### config.mk
export PLATFORM = sky130hd
export DESIGN_NAME = mult_share_arb
export DESIGN_NICKNAME = d
export VERILOG_FILES = /design/src/rtl/mult_share_arb.sv
export SDC_FILE = /design/constraint.sdc
export NUM_CORES = 1
export LEC_CHECK = 0
export BUFFER_PORTS_ARGS = -buffer_cell sky130_fd_sc_hd__buf_4
export CORE_AREA = 8 8 210 212
export CTS_CLUSTER_DIAMETER = 50
export DETAILED_ROUTE_END_ITERATION = 10
export DIE_AREA = 0 0 218 220
export GPL_ROUTABILITY_DRIVEN = 1
export PLACE_DENSITY = 0.38
export SETUP_SLACK_MARGIN = 0.4
export SLEW_MARGIN = 15
export SYNTH_ARGS = -nofsm -noshare
export SYNTH_HDL_FRONTEND = slang
export SYNTH_SLANG_ARGS = --single-unit
### constraint.sdc
create_clock -name clk_i -period 8.89 [get_ports clk_i]
set_input_delay 0.4445 -clock clk_i [delete_from_list [all_inputs] [get_ports clk_i]]
set_output_delay 0.4445 -clock clk_i [all_outputs]
set_load 0.02 [all_outputs]
### src/rtl/mult_share_arb.sv
// mult_share_arb: shares one multiply/divide unit between two issue requesters.
// Round-robin picks which requester issues. An owner table indexed by trans_id
// sends each result back to the requester that issued it, so results may come
// back in a different order from the one they were issued in.
module mult_share_arb #(
    parameter int XLEN          = 64,
    parameter int OP_BITS       = 7,
    parameter int TRANS_ID_BITS = 3,
    parameter int MAX_OUTST     = 4
) (
    input  logic                          clk_i,
    input  logic                          rst_ni,
    input  logic                          flush_i,
    input  logic [1:0]                    req_valid_i,
    output logic [1:0]                    req_ready_o,
    input  logic [1:0][OP_BITS-1:0]       req_op_i,
    input  logic [1:0][XLEN-1:0]          req_a_i,
    input  logic [1:0][XLEN-1:0]          req_b_i,
    input  logic [1:0][TRANS_ID_BITS-1:0] req_tid_i,
    output logic                          mult_valid_o,
    input  logic                          mult_ready_i,
    output logic [OP_BITS-1:0]            mult_op_o,
    output logic [XLEN-1:0]               mult_a_o,
    output logic [XLEN-1:0]               mult_b_o,
    output logic [TRANS_ID_BITS-1:0]      mult_tid_o,
    input  logic                          mult_valid_i,
    input  logic [XLEN-1:0]               mult_result_i,
    input  logic [TRANS_ID_BITS-1:0]      mult_tid_i,
    output logic [1:0]                    res_valid_o,
    output logic [XLEN-1:0]               res_data_o,
    output logic [TRANS_ID_BITS-1:0]      res_tid_o,
    output logic                          stray_o
);

    localparam int DEPTH = 2 ** TRANS_ID_BITS;
    localparam int CW    = $clog2(MAX_OUTST + 1);

    logic [DEPTH-1:0]   busy_q;
    logic [DEPTH-1:0]   owner_q;
    logic [1:0][CW-1:0] outst_q;
    logic               last_q;
    logic               stray_q;

    logic [1:0] eligible;
    logic       winner;
    logic       issue;
    logic       ret_hit;
    logic       ret_owner;
    logic [1:0] inc;
    logic [1:0] dec;

    // A requester may issue only if it is under its in-flight limit and its
    // trans_id is free. Nothing is offered during flush or reset, so the
    // outputs read as idle while reset is held.
    always_comb begin
        eligible = '0;
        for (int r = 0; r < 2; r++) begin
            eligible[r] = rst_ni & ~flush_i & req_valid_i[r]
                        & (outst_q[r] < CW'(MAX_OUTST))
                        & ~busy_q[req_tid_i[r]];
        end
    end

    // Pick the winner and forward its operation. When both are eligible,
    // the requester that did not win last time is chosen.
    always_comb begin
        winner       = (&eligible) ? ~last_q : eligible[1];
        mult_valid_o = |eligible;
        mult_op_o    = req_op_i[winner];
        mult_a_o     = req_a_i[winner];
        mult_b_o     = req_b_i[winner];
        mult_tid_o   = req_tid_i[winner];
        issue        = mult_valid_o & mult_ready_i;
        req_ready_o  = '0;
        req_ready_o[winner] = issue;
        inc          = issue ? (winner ? 2'b10 : 2'b01) : 2'b00;
    end

    // Send each returning result to the owner of its trans_id. The data and
    // trans_id always pass straight through. Only the valid bit is steered.
    always_comb begin
        ret_hit     = mult_valid_i & busy_q[mult_tid_i];
        ret_owner   = owner_q[mult_tid_i];
        dec         = ret_hit ? (ret_owner ? 2'b10 : 2'b01) : 2'b00;
        res_valid_o = '0;
        if (ret_hit && !flush_i && rst_ni) begin
            res_valid_o[ret_owner] = 1'b1;
        end
        res_data_o  = mult_result_i;
        res_tid_o   = mult_tid_i;
        stray_o     = stray_q;
    end

    // Owner table, busy flags and per-requester counters. A return is applied
    // before an issue in the same cycle, so a tid that is freed and then
    // reissued ends up busy again.
    always_ff @(posedge clk_i or negedge rst_ni) begin
        if (!rst_ni) begin
            busy_q  <= '0;
            owner_q <= '0;
            outst_q <= '0;
            last_q  <= 1'b1;
        end else if (flush_i) begin
            busy_q  <= '0;
            outst_q <= '0;
        end else begin
            if (ret_hit) begin
                busy_q[mult_tid_i] <= 1'b0;
            end
            if (issue) begin
                busy_q[mult_tid_o]  <= 1'b1;
                owner_q[mult_tid_o] <= winner;
                last_q              <= winner;
            end
            for (int r = 0; r < 2; r++) begin
                outst_q[r] <= outst_q[r] + CW'(inc[r]) - CW'(dec[r]);
            end
        end
    end

    // A result for a trans_id that nobody owns is recorded, and the flag
    // stays set until reset.
    always_ff @(posedge clk_i or negedge rst_ni) begin
        if (!rst_ni) begin
            stray_q <= 1'b0;
        end else if (mult_valid_i && !busy_q[mult_tid_i]) begin
            stray_q <= 1'b1;
        end
    end

`ifndef SYNTHESIS
    // Eligibility should stop the counters from overflowing, and ownership
    // should stop them from underflowing.
    always @(posedge clk_i) begin
        if (rst_ni && !flush_i) begin
            for (int r = 0; r < 2; r++) begin
                assert (!(inc[r] && !dec[r] && outst_q[r] == CW'(MAX_OUTST)));
                assert (!(dec[r] && !inc[r] && outst_q[r] == '0));
            end
        end
    end
`endif

endmodule

## Yosys cells after proc, flatten, opt, wreduce, memory -nomap -nowiden

Index checks and enable logic that the tools add are counted.
Widths: inputs -> output; s select.

| word-level totals | value |
|---|---|
| bits in registers | 24 |
| bits of input ports | 350 |

| cells by class | value |
|---|---|
| $lt $le $gt $ge | 12 |
| bitwise operators | 17 |
| add/sub/neg operators | 4 |
| reductions and logical operators | 12 |
| muxes and demuxes | 36 |

Operators with widths:

| operator | number |
|---|---|
| $mux 64 | 4 |
| $mux 8 | 4 |
| $lt 3x4->1 const B | 4 |
| $mux 7 | 2 |
| $bmux 1 s3 | 4 |
| $mux 2 | 5 |
| $and 1x1->1 | 9 |
| $mux 1 | 9 |
| $and 8x8->8 | 1 |
| $bwmux 8 | 1 |
| $not 8->8 | 1 |
| $or 8x8->8 | 1 |
| $logic_and 1x1->1 | 7 |
| $add 3x1->3 | 2 |
| $demux 1 s3 | 2 |
| $ge 3x1->1 const B | 2 |
| $lt 3x3->1 const B | 2 |
| $mux 3 | 2 |
| $mux 6 | 1 |
| $sub 3x1->3 | 2 |
| $lt 1x2->1 const B | 2 |
| $not 1->1 | 4 |
| $reduce_and 2->1 | 2 |
| $and 2x2->2 | 1 |
| 4 further kinds | 7 |

## Depth between registers and ports, before layout

| logic depth | value |
|---|---|
| depth in word-level cells | 16 |
| gate-level depth with buffers | 16 |

## Least setup slack after synthesis

OpenSTA, ideal clock, no wires.

| path | value |
|---|---|
| kind | input to register |
| from | input req_tid_i[0] (netlist bit) |
| to | register outst_q[2] (netlist bit) |
| stages on the path | 16 |
| data required time | 8.758 ns |
| path buffers | 4 |
| slack | 5.647 ns |
| data arrival time | 3.111 ns |
| setup time | 0.132 ns |
| path through | buf_4 -> mux2_1 -> o22ai_1 -> o21a_2 -> a21o_1 -> buf_6 -> buf_8 -> buf_6 -> nand3_1 -> ha_1 -> inv_1 -> ha_1 -> fa_1 -> xnor2_1 -> xnor2_1 -> nor2_1 |

| on the way | value |
|---|---|
| cells in the longest elaborated chain, start to end | 11 |
| elaborated cells on any way between the ends | 13 |

Ends and longest elaborated chain:

| item | line | text |
|---|---|---|
| start, declared | 19 | `input logic [1:0][TRANS_ID_BITS-1:0] req_tid_i,` |
| $bmux 1 s3 * | 60 | `& ~busy_q[req_tid_i[r]];` |
| $mux 1 (implied by the code) * | 60 |  |
| $not 1->1 * | 60 |  |
| $and 1x1->1 * | 60 |  |
| $reduce_and 2->1 | 67 | `winner = (&eligible) ? ~last_q : eligible[1];` |
| $mux 1 | 67 |  |
| $mux 2 | 76 | `inc = issue ? (winner ? 2'b10 : 2'b01) : 2'b00;` |
| $mux 2 * | 76 |  |
| $add 3x1->3 * | 116 | `outst_q[r] <= outst_q[r] + CW'(inc[r]) - CW'(dec[r]);` |
| $sub 3x1->3 * | 116 |  |
| $mux 6 * | 103 | `end else if (flush_i) begin` |
| end signal, assigned by index | 116 |  |
| end, declared | 40 | `logic [1:0][CW-1:0] outst_q;` |

Mark *: on every way between the ends. The rest lies on a longest branch, timed or not. The select of a mux whose other input is x is not followed.
A chain may end at the register's enable or synchronous reset.

## Worst setup path in the final report

| path | value |
|---|---|
| from | input rst_ni |
| to | output mult_op_o[0] |

| on the way | value |
|---|---|
| cells in the longest elaborated chain, start to end | 8 |
| elaborated cells on any way between the ends | 11 |

Ends and longest elaborated chain:

| item | line | text |
|---|---|---|
| start, declared | 12 | `input logic rst_ni,` |
| $and 1x1->1 * | 58 | `eligible[r] = rst_ni & ~flush_i & req_valid_i[r]` |
| $and 1x1->1 | 58 |  |
| $and 1x1->1 | 59 | `& (outst_q[r] < CW'(MAX_OUTST))` |
| $and 1x1->1 | 60 |  |
| $reduce_and 2->1 | 67 |  |
| $mux 1 * | 67 |  |
| $mux 7 (implied by the code) * (2 in a row) | 69 | `mult_op_o = req_op_i[winner];` |
| end, declared | 22 | `output logic [OP_BITS-1:0] mult_op_o,` |

Marks and branches as above.

==> flow_summary.toml <==
[power_and_ir_drop]
p_int_mw = 0.409
cell_pwr_density_nw_per_um2 = 83.5
power_switching_mw = 0.217
peakVddDrop_uv = 62.0
sequentialPowerShare_pct = 19.9
leakage_nw = 3.80
share_of_power_burned_in_the_clock_network_pct = 21.9
share_comb_of_total_power_pct = 58.2
swShare_pct = 34.6

[place]
number_of_buffer_cells_added_on_primary_ports = 432
gp_routability_congestion = 0.816
dp_slack_ns = 4.99
place_hpwl_um = 22400
placed_area_sq_um = 7400

[sta]
period_share_pct = 43.2
maxSlewViolCount = 0
worst-slew-pin-transition_ns = 1.01
post-route-worst-setup-slack_ns = 5.05
timing.clock.skew_ns = 0.00340
setup-tns-final_ns = 0
min_clock_period_post_route_ns = 3.84
clock.fmax_ghz = 0.260
setup-violations-final = 0
grt_setup_unrepaired = "no"
finalHoldViolCount = 0
maxSlewHeadroom_pct = 32.9

[global_route]
grt_pass1_vias = 5127
global_route_congestion_overflow_total = 0
grt_pass1_wl_um = 34100
gr-usage-all-layers_pct = 9.45
maximum_number_of_pins_on_one_net_before_global_route_repair = 67
grt_antenna_before_repair = 1

[clocking]
cts_setup_buffers = 0
tritoncts = "done"
cts.sinks = 24
ctsLongestPathBuffers = 2
tritoncts.num_buffers = 3
cts_resized = 0
cts.clk_slew.worst_paths_ns = 0.07
cts_max_level = 1
clk_latency_ns = 0.27
cts_hold_fix_bufs = 0
cts_root_buf = "sky130_fd_sc_hd__clkbuf_16"

[finish]
area_delta_synth_final_pct = 79.4
most-common-layout-cells = "sky130_fd_sc_hd__buf_4, sky130_fd_sc_hd__mux2_2, sky130_fd_sc_hd__mux2_4, sky130_fd_sc_hd__dfrtp_1, sky130_fd_sc_hd__nand2_1"
antenna-diode-count = 0
final_nets = 1101
final_core_utilization_pct = 18.5
post_route_cells_drive_above_1_share_pct = 79.4
stdcell_area_sq_um = 7500
layout_commonest_cell = "sky130_fd_sc_hd__buf_4"
n_fill_cell = 4522

[die]
fp.coreArea_sq_um = 40600
floorplan_row_count = 74
die-height_um = 220
dieArea_sq_um = 48000
io-pin-count = 561
initial_utilization_pct = 10.3
die_x_um = 218

[synthesis]
ys.warnings.count = 0
yosysSeqAreaShare_pct = 14.4
mappedNetlistArea_sq_um = 4180
post_synth_num_cell_types = 54
predominant_post_synthesis_flop_cell = "sky130_fd_sc_hd__dfrtp_1"
number_of_storage_elements_in_the_synthesis_netlist = 24
share_of_the_synthesized_area_in_the_top_cell_type_pct = 24.1
postSynthNetCount = 754
syn-instance-count = 398
asyncSetResetFlopFracSynth_pct = 100
synth_edf_count = 0
avgSynthCellArea_sq_um = 10.5
synth.largest_area_cell = "sky130_fd_sc_hd__mux2_4"
post_synth_main_area_contributors = "sky130_fd_sc_hd__mux2_4, sky130_fd_sc_hd__mux2_2, sky130_fd_sc_hd__dfrtp_1"

[worst_setup_path]
crit_path_end_kind = "output pin"
worst_ep_required_time_ns = 8.45
ff2ff_path_depth = 12
critPathKind = "input pin to output pin"
critical_path.max_fanout = 66
timing.critical_path.arrival_ns = 3.39
setup_crit_start_kind = "input pin"
r2r_start = "busy_q[3]"
worstReg2RegEnd = "outst_q[2]"
regToRegSetupSlack_ns = 5.68

[drt]
initialDrtViolationCount = 132
route.final.wire_length_um = 25300
detailroute.via_count = 4483
vias_per_cell = 3.51
routedWlPerCell_um = 19.8
ant_nets = 0
drc = 0
drt_pre_antenna_iters = 4

[flow_run]
max_cap_violations = 0

[outcome]
status = "finished clean"

[worst_hold_path]
hold_path_class = "input pin to async pin"
## power by group through the flow
stage	clock [mW]	combinational [mW]	sequential (mW)
2_1_floorplan	0	0.214	0.125
3_3_place_gp	0	0.371	0.127
3_5_place_dp	0	0.371	0.127
4_1_cts	0.139	0.372	0.124
5_1_grt	0.143	0.390	0.126
6_report	0.137	0.365	0.125
## final cells by class
cell class	count	area (sq um)	area share, %
Inverter	11	41.3	0.550
Sequential cell	24	602	8.02
Multi-Input combinational cell	271	2830	37.7
Clock buffer	3	75.1	1.00
Tap cell	532	666	8.87
Timing Repair Buffer	434	3260	43.4
Clock inverter	1	30.0	0.400
## stage by stage
step           cells  hold WS, ns  power, mW
6_report        1276       0.0833      0.626
5_1_grt         1276        0.107      0.659
4_1_cts         1276        0.105      0.636
3_5_place_dp    1272        0.391      0.498
3_3_place_gp    1272        0.389      0.498
2_1_floorplan    398        0.149      0.339
## registers in the layout, summed over array words and instances (netlist names)
signal	cells
busy_q	8
outst_q	6
stray_o	1
last_q	1
owner_q	8
## logic make-up after synthesis
group	share of synthesized area [%]
xor+xnor	0.838
buf+inv	18.1
fa+ha+maj	2.15
simple gates	8.14
flops	14.4
compound gates	9.13
mux	47.3
## synth_stat cells (all sizes together), types with 2 or more instances
cell and number:
nor2b 7, a211o 4, fa 2, a21o 2, mux2i 7, buf 86, and4 2, inv 11
o22ai 4, mux2 143, nand2b 7, nand4b 2, a32o 3, nor3 3, o31ai 5, xnor2 3
nand2 15, nor3b 8, dfrtp 23, o21ai 8, nand3 3, mux4 2, clkbuf 6, nor4b 2
o21a 4, ha 4, nor2 11, a31o 5
## worst max-delay path, stage by stage
cell                       delay [ns]
sky130_fd_sc_hd__buf_4           0.32
sky130_fd_sc_hd__nand2b_1        0.18
sky130_fd_sc_hd__nor3b_1         0.32
sky130_fd_sc_hd__o21a_2          0.27
sky130_fd_sc_hd__a21o_4          0.38
sky130_fd_sc_hd__buf_4           0.75
sky130_fd_sc_hd__mux2_2          0.45
sky130_fd_sc_hd__buf_4           0.17
## worst max-delay path by stage
stage | startpoint | end | slack [ns] | cells past startpoint
5_1_grt | rst_ni | mult_op_o[0] | 4.76 | 8
3_3_place_gp | rst_ni | mult_op_o[0] | 5.05 | 8
2_1_floorplan | req_tid_i[0] | outst_q[2] | 5.65 | 16
6_report | rst_ni | mult_op_o[0] | 5.05 | 8
3_5_place_dp | rst_ni | mult_op_o[0] | 4.99 | 8
4_1_cts | rst_ni | mult_op_o[0] | 4.97 | 8
## metal layers
metal	track usage (%)	part of all wire (%)
met5	0	0
met4	1.34	1.1
met3	5.38	13
met2	16.9	50
met1	9.70	35
Power figures use the tool's default switching activity.
